`src/rtl/pong_game_graph.sv`:
```
// pong_game_graph: Pong pixel generator and game engine. Draws the wall or left
// paddle, the right paddle and a round ball from the current pixel coordinate,
// and runs the serve/play/point/over state machine once per video frame.
module pong_game_graph #(
  parameter int H_ACTIVE     = 640,
  parameter int V_ACTIVE     = 480,
  parameter int TWO_PLAYER   = 0,
  parameter int BAR_Y_SIZE   = 72,
  parameter int BAR_V        = 4,
  parameter int BALL_SIZE    = 8,
  parameter int BALL_V       = 2,
  parameter int SERVE_FRAMES = 60,
  parameter int SCORE_W      = 4,
  parameter int WIN_SCORE    = 9
) (
  input  logic               clk,
  input  logic               reset,
  input  logic               video_on,
  input  logic [9:0]         pix_x,
  input  logic [9:0]         pix_y,
  input  logic [3:0]         btn,
  input  logic               start,
  output logic [2:0]         graph_rgb,
  output logic [SCORE_W-1:0] score_l,
  output logic [SCORE_W-1:0] score_r,
  output logic               game_over
);

  typedef enum logic [2:0] {S_IDLE, S_SERVE, S_PLAY, S_POINT, S_OVER} state_t;

  localparam int CNT_W = (SERVE_FRAMES > 1) ? $clog2(SERVE_FRAMES) : 1;
  localparam logic [10:0] WALL_X_L  = 11'd32;
  localparam logic [10:0] WALL_X_R  = 11'd35;
  localparam logic [10:0] BAR_X_L   = 11'(H_ACTIVE - 40);
  localparam logic [10:0] BAR_X_R   = 11'(H_ACTIVE - 37);
  localparam logic [10:0] BAR_H_M1  = 11'(BAR_Y_SIZE - 1);
  localparam logic [10:0] BALL_M1   = 11'(BALL_SIZE - 1);
  localparam logic [9:0]  BAR_Y_RST = 10'((V_ACTIVE - BAR_Y_SIZE) / 2);
  localparam logic [9:0]  BALL_X_C  = 10'(H_ACTIVE / 2 - BALL_SIZE / 2);
  localparam logic [9:0]  BALL_Y_C  = 10'(V_ACTIVE / 2 - BALL_SIZE / 2);
  localparam logic signed [9:0] V_POS = 10'(BALL_V);
  localparam logic signed [9:0] V_NEG = -V_POS;

  // One paddle step: down wins over up, and a blocked move holds.
  function automatic logic [9:0] bar_step(input logic [9:0] top, input logic dn, input logic up);
    logic [10:0] bot;
    bot      = {1'b0, top} + BAR_H_M1;
    bar_step = top;
    if (dn) begin
      if (bot + 11'(BAR_V) <= 11'(V_ACTIVE - 1)) bar_step = top + 10'(BAR_V);
    end else if (up) begin
      if (top >= 10'(BAR_V)) bar_step = top - 10'(BAR_V);
    end
  endfunction

  function automatic logic [SCORE_W-1:0] sat_inc(input logic [SCORE_W-1:0] v);
    sat_inc = (v == {SCORE_W{1'b1}}) ? v : v + 1'b1;
  endfunction

  function automatic logic [7:0] ball_rom(input logic [2:0] row);
    case (row)
      3'd0, 3'd7: ball_rom = 8'h3C;
      3'd1, 3'd6: ball_rom = 8'h7E;
      default:    ball_rom = 8'hFF;
    endcase
  endfunction

  state_t                  state_q, state_d;
  logic [9:0]              bar_r_q, bar_r_d, bar_l_q, bar_l_d;
  logic [9:0]              ball_x_q, ball_x_d, ball_y_q, ball_y_d;
  logic signed [9:0]       dx_q, dx_d, dy_q, dy_d;
  logic [CNT_W-1:0]        cnt_q, cnt_d;
  logic [SCORE_W-1:0]      score_l_q, score_l_d, score_r_q, score_r_d;
  logic                    scorer_l_q, scorer_l_d;
  logic [2:0]              rgb_q, rgb_d;

  logic                    refr_tick;
  logic [10:0]             ball_x_l, ball_x_r, ball_y_t, ball_y_b;
  logic [10:0]             bar_r_t, bar_r_b, bar_l_t, bar_l_b;
  logic                    over_r, over_l, hit_r, hit_l, miss_r, miss_l;
  logic                    launch, game_end;
  logic signed [9:0]       serve_dx;
  logic [10:0]             px, py;
  logic                    wall_on, bar_on, sq_on, ball_vis;
  logic [2:0]              rom_row, rom_col;
  logic [7:0]              rom_bits;

  assign refr_tick = (pix_y == 10'(V_ACTIVE + 1)) && (pix_x == 10'd0);
  assign ball_x_l  = {1'b0, ball_x_q};
  assign ball_x_r  = ball_x_l + BALL_M1;
  assign ball_y_t  = {1'b0, ball_y_q};
  assign ball_y_b  = ball_y_t + BALL_M1;
  assign bar_r_t   = {1'b0, bar_r_q};
  assign bar_r_b   = bar_r_t + BAR_H_M1;
  assign bar_l_t   = {1'b0, bar_l_q};
  assign bar_l_b   = bar_l_t + BAR_H_M1;
  assign over_r    = (ball_y_t <= bar_r_b) && (ball_y_b >= bar_r_t);
  assign over_l    = (ball_y_t <= bar_l_b) && (ball_y_b >= bar_l_t);
  assign hit_r     = (ball_x_r >= BAR_X_L) && (ball_x_r <= BAR_X_R) && over_r;
  assign hit_l     = (ball_x_l >= WALL_X_L) && (ball_x_l <= WALL_X_R) && ((TWO_PLAYER == 0) || over_l);
  assign miss_r    = ball_x_r > (BAR_X_R + 11'(BALL_V));
  assign miss_l    = (TWO_PLAYER != 0) && ((ball_x_l < WALL_X_L) || (ball_x_l >= 11'(H_ACTIVE)));

  // Game state machine, paddle motion and ball physics, all gated by the frame tick.
  always_comb begin
    state_d    = state_q;
    bar_r_d    = bar_r_q;
    bar_l_d    = bar_l_q;
    ball_x_d   = ball_x_q;
    ball_y_d   = ball_y_q;
    dx_d       = dx_q;
    dy_d       = dy_q;
    cnt_d      = cnt_q;
    score_l_d  = score_l_q;
    score_r_d  = score_r_q;
    scorer_l_d = scorer_l_q;
    launch     = 1'b0;
    game_end   = 1'b0;
    serve_dx   = V_POS;
    if (refr_tick) begin
      bar_r_d = bar_step(bar_r_q, btn[1], btn[0]);
      if (TWO_PLAYER != 0) bar_l_d = bar_step(bar_l_q, btn[3], btn[2]);
    end
    case (state_q)
      S_IDLE, S_OVER: begin
        if (start) begin
          state_d   = S_SERVE;
          score_l_d = '0;
          score_r_d = '0;
          launch    = 1'b1;
        end
      end
      S_SERVE: begin
        if (refr_tick) begin
          if (cnt_q == CNT_W'(SERVE_FRAMES - 1)) begin
            state_d = S_PLAY;
            cnt_d   = '0;
          end else begin
            cnt_d = cnt_q + 1'b1;
          end
        end
      end
      S_PLAY: begin
        if (refr_tick) begin
          if (miss_r) begin
            state_d    = S_POINT;
            scorer_l_d = 1'b1;
          end else if (miss_l) begin
            state_d    = S_POINT;
            scorer_l_d = 1'b0;
          end else begin
            if (ball_y_t <= 11'(BALL_V)) dy_d = V_POS;
            if (ball_y_b >= 11'(V_ACTIVE - 1 - BALL_V)) dy_d = V_NEG;
            if (hit_r) begin
              dx_d = V_NEG;
              if (TWO_PLAYER == 0) score_r_d = sat_inc(score_r_q);
            end
            if (hit_l) dx_d = V_POS;
            ball_x_d = ball_x_q + $unsigned(dx_d);
            ball_y_d = ball_y_q + $unsigned(dy_d);
          end
        end
      end
      S_POINT: begin
        if (refr_tick) begin
          if (scorer_l_q) begin
            score_l_d = score_l_q + 1'b1;
            game_end  = (score_l_d == SCORE_W'(WIN_SCORE));
            serve_dx  = V_POS;
          end else begin
            score_r_d = score_r_q + 1'b1;
            game_end  = (score_r_d == SCORE_W'(WIN_SCORE));
            serve_dx  = V_NEG;
          end
          if (game_end) begin
            state_d = S_OVER;
          end else begin
            state_d = S_SERVE;
            launch  = 1'b1;
          end
        end
      end
      default: state_d = S_IDLE;
    endcase
    if (launch) begin
      ball_x_d = BALL_X_C;
      ball_y_d = BALL_Y_C;
      dx_d     = serve_dx;
      dy_d     = V_POS;
      cnt_d    = '0;
    end
  end

  // Object hit-testing and colour priority for the current pixel.
  always_comb begin
    px       = {1'b0, pix_x};
    py       = {1'b0, pix_y};
    wall_on  = (px >= WALL_X_L) && (px <= WALL_X_R) &&
               ((TWO_PLAYER == 0) || ((py >= bar_l_t) && (py <= bar_l_b)));
    bar_on   = (px >= BAR_X_L) && (px <= BAR_X_R) && (py >= bar_r_t) && (py <= bar_r_b);
    sq_on    = (px >= ball_x_l) && (px <= ball_x_r) && (py >= ball_y_t) && (py <= ball_y_b);
    ball_vis = (state_q != S_IDLE) && (state_q != S_OVER);
    rom_row  = pix_y[2:0] - ball_y_q[2:0];
    rom_col  = pix_x[2:0] - ball_x_q[2:0];
    rom_bits = ball_rom(rom_row);
    rgb_d    = 3'b110;
    if (!video_on)                             rgb_d = 3'b000;
    else if (wall_on)                          rgb_d = 3'b001;
    else if (bar_on)                           rgb_d = 3'b010;
    else if (sq_on && ball_vis && rom_bits[rom_col]) rgb_d = 3'b100;
  end

  // State registers; reset wins over a coincident frame tick.
  always_ff @(posedge clk) begin
    if (reset) begin
      state_q    <= S_IDLE;
      bar_r_q    <= BAR_Y_RST;
      bar_l_q    <= BAR_Y_RST;
      ball_x_q   <= BALL_X_C;
      ball_y_q   <= BALL_Y_C;
      dx_q       <= V_POS;
      dy_q       <= V_POS;
      cnt_q      <= '0;
      score_l_q  <= '0;
      score_r_q  <= '0;
      scorer_l_q <= 1'b0;
      rgb_q      <= 3'b000;
    end else begin
      state_q    <= state_d;
      bar_r_q    <= bar_r_d;
      bar_l_q    <= bar_l_d;
      ball_x_q   <= ball_x_d;
      ball_y_q   <= ball_y_d;
      dx_q       <= dx_d;
      dy_q       <= dy_d;
      cnt_q      <= cnt_d;
      score_l_q  <= score_l_d;
      score_r_q  <= score_r_d;
      scorer_l_q <= scorer_l_d;
      rgb_q      <= rgb_d;
    end
  end

  assign graph_rgb = rgb_q;
  assign score_l   = score_l_q;
  assign score_r   = score_r_q;
  assign game_over = (state_q == S_OVER);

endmodule

```
`config.mk`:
```
export PLATFORM = sky130hd
export DESIGN_NAME = pong_game_graph
export DESIGN_NICKNAME = d
export VERILOG_FILES = /design/src/rtl/pong_game_graph.sv
export SDC_FILE = /design/constraint.sdc
export NUM_CORES = 1
export LEC_CHECK = 0
export ABC_AREA = 1
export CORE_MARGIN = 8
export CORE_UTILIZATION = 62
export CTS_CLUSTER_SIZE = 16
export DETAILED_ROUTE_END_ITERATION = 16
export HOLD_SLACK_MARGIN = 0.05
export PLACE_DENSITY = 0.82
export SKIP_CTS_REPAIR_TIMING = 1
export SYNTH_ARGS = -nofsm -noshare
export SYNTH_HDL_FRONTEND = slang
export SYNTH_SLANG_ARGS = --single-unit
```
`constraint.sdc`:
```
create_clock -name clk -period 4.7 [get_ports clk]
set_input_delay 0.94 -clock clk [delete_from_list [all_inputs] [get_ports clk]]
set_output_delay 0.94 -clock clk [all_outputs]
set_load 0.02 [all_outputs]
```
==> impl_metrics.yaml, run 1 <==
outcome:
  status: "finished clean"
worst_setup_path:
  r2r_slack_ns: 0.31
  critical_path.max_stage_delay_ns: 0.35
  required_ns: 5.01
  worstPathArrival_ns: 4.70
  crit_start: "ball_y_q[0]"
  critPathSlowestCell: "ha_1"
  setup.worst_path.start_class: "flop"
  reg2reg_to: "ball_x_q[7]"
  crit_end: "ball_x_q[7]"
  r2r_start: "ball_y_q[0]"
  path_class: "flop to flop"
  crit_top_cell: "nor2_1"
  worst_setup_path_end_kind: "flop"
  worstPathMaxFanout: 5
  worst_r2r_path_depth: 30
min_path:
  hold_path_class: "flop to flop"
global_routing:
  grt_pass1_wl_mm: 30.0
  overflow: 0
  antenna_found_initial: 0
  grt_start_max_net_pins: 34
  grt_usage: 0.247
  grt_pass1_vias: 6587
logic_synthesis:
  yosys_warnings: 0
  synth_area_leaders: "dfxtp_1 20%, ha_1 18%, nand2_1 9.1%"
  netlist_instances: 1023
  synth_nets: 1155
  synth.most_common_cell: "nand2_1"
  ys_top_cells_by_count: "168 x nand2_1, 132 x inv_1, 108 x nor2_1, 100 x ha_1, 99 x a21oi_1"
  synth.largest_area_cell: "dfxtp_1"
  synth_top_area_share: 0.199
  ys_seq_area_frac: 0.199
  synth_area_um2: 6940
  synth_ff_type: "dfxtp_1"
  syn_avg_cell_area_um2: 6.78
  ys_ff_latch: 69
  synth_edf_count: 0
  synth-async-reset-ratio: 0
  synth_cell_types: 59
drt:
  vias: 7070
  drtPass1Iterations: 5
  final_antenna_net_count: 0
  drt_iter0_markers: 534
  totalWireLength_mm: 18.0
  post_drt_wl_per_cell_um: 14.9
  viasPerCell: 5.83
  drcViolationCount: 0
placed_design:
  pre_cts_ws_ns: 0.277
  gp_congestion: 0.947
  port_buffers: 37
  dp_hpwl_mm: 14.1
sta:
  setup_viol: 0
  tns_ns: 0
  relSlewSlack: 0.516
  fin_crit_sh: 0.934
  finalHoldViolCount: 0
  final.min_clock_period_ns: 4.39
  final.setup.worst_slack_ns: 0.312
  max_freq_ghz: 0.228
  worst_slew_pin_slew_ns: 0.725
  slew_viol_final: 0
  fin_skew_ns: 0.00695
cts:
  cts_tree: "yes"
  cts_buffers: 9
  clkSinkCount: 69
  clk_latency_ns: 0.38
  htree_num_levels: 3
  cts-root-buf: "clkbuf_8"
  cts.path.max_buffers: 2
  clkTransAtPathRegs_ns: 0.08
floorplan:
  core_area_um2: 10900
  io_pins: 40
  floorplan.initialDensity: 0.637
  rows: 38
  die_area_um2: 14800
  die_w_um: 122
  die_h_um: 122
power:
  p_leak_nw: 3.63
  vdd_ir_drop_max_mv: 0.245
  power_density_nw_per_um2: 234
finish:
  area_growth_pct: 11.3
  final_nets: 1199
  n_antenna_cell: 0
  drive_above_1_share: 0.0774
run:
  cap_violations: 0
==> cells in the final DEF, fill, tap and decap left out, drive strengths merged, types with 16 or more instances in the layout <==
master / synthesis / layout
inv: 140 / 141
o21ai: 75 / 75
nand2: 178 / 178
dfxtp: 69 / 69
nor3: 16 / 16
nand4: 28 / 28
nand3: 64 / 64
xor2: 32 / 32
ha: 100 / 100
nor2: 116 / 116
a21oi: 102 / 102
clkdlybuf4s50: 0 / 37
==> through the flow <==
stage	instances	instance area, um2	hold WS [ns]	util	total power, W
after global routing	1212	7720	0.479	0.709	0.00192
after floorplan	1023	6940	0.416	-	0.00111
after CTS	1212	7680	0.453	0.706	0.00180
after global placement	1196	7490	0.430	0.688	0.00128
final	1212	7720	0.449	0.709	0.00181
after detailed placement	1196	7490	0.441	0.688	0.00129
==> worst max-delay path: cells and delay by family, from the launching register on <==
family	cells	cell delay (ns)
buf+inv	4	0.26
fa+ha+maj	3	0.88
simple gates	15	1.54
xor+xnor	2	0.36
compound gates	6	0.95
flops	1	0.33
==> kinds of logic (layout without fill, tap and decap cells) <==
logic type | Yosys count | after routing | synth area share
compound gates | 219 | 219 | 0.179
xor+xnor | 45 | 45 | 0.0590
fa+ha+maj | 104 | 104 | 0.192
buf+inv | 158 | 207 | 0.0900
flops | 69 | 69 | 0.199
simple gates | 428 | 428 | 0.281
==> sequential cells by signal, indices dropped and copies added (netlist names) <==
| register | cells |
|---|---|
| cnt_q | 6 |
| score_l | 4 |
| scorer_l_q | 1 |
| dx_q | 10 |
| ball_x_q | 10 |
| ball_y_q | 10 |
| graph_rgb | 3 |
| bar_r_q | 8 |
| score_r | 4 |
| dy_q | 10 |
| state_q | 3 |
==> per-layer routing <==
metal / vias to the layer above / GRT usage / share of wire
li1: 3554 / - / -
met1: 3246 / 0.306 / 0.45
met2: 218 / 0.407 / 0.46
met3: 52 / 0.0467 / 0.056
met4: 0 / 0.115 / 0.031
met5: - / 0 / 0
==> area by class of cell <==
cell class | instances | area, um2
multi-input combinational | 796 | 4970
fill | 950 | 3170
sequential | 69 | 1380
inverter | 142 | 537
timing repair buffer | 49 | 460
tap | 140 | 175
clock buffer | 9 | 124
clock inverter | 7 | 73.8
==> how the worst min path moves through the flow <==
stage,to,from,slack (ns),cells past startpoint
finish,dy_q[2],dy_q[2],0.45,2
global route,dy_q[2],dy_q[2],0.48,2
CTS,dy_q[2],dy_q[2],0.45,2
detailed placement,dy_q[2],dy_q[2],0.44,2
global placement,dy_q[1],dy_q[1],0.43,2
floorplan,dy_q[1],dy_q[1],0.42,2
==> report_power, final <==
part           switching [W]  internal, W
combinational       0.000400     0.000244
sequential         0.0000338     0.000628
clock               0.000257     0.000246
(Power assumes the default switching activity.)
==> run 2, diff against run 1 <==
--- a/config.mk
+++ b/config.mk
@@ -13,6 +13,7 @@
 export HOLD_SLACK_MARGIN = 0.05
 export PLACE_DENSITY = 0.82
 export SKIP_CTS_REPAIR_TIMING = 1
+export SLEW_MARGIN = 20
 export SYNTH_ARGS = -nofsm -noshare
 export SYNTH_HDL_FRONTEND = slang
 export SYNTH_SLANG_ARGS = --single-unit
==> results of run 2 <==
Same layout as run 1: the final DEF is identical, and so are final timing and power.
==> run 3, diff against run 2 <==
--- a/config.mk
+++ b/config.mk
@@ -8,6 +8,7 @@
 export ABC_AREA = 1
 export CORE_MARGIN = 8
 export CORE_UTILIZATION = 62
+export CTS_CLUSTER_DIAMETER = 200
 export CTS_CLUSTER_SIZE = 16
 export DETAILED_ROUTE_END_ITERATION = 16
 export HOLD_SLACK_MARGIN = 0.05
==> results of run 3 <==
Same layout as run 1: the final DEF is identical, and so are final timing and power.
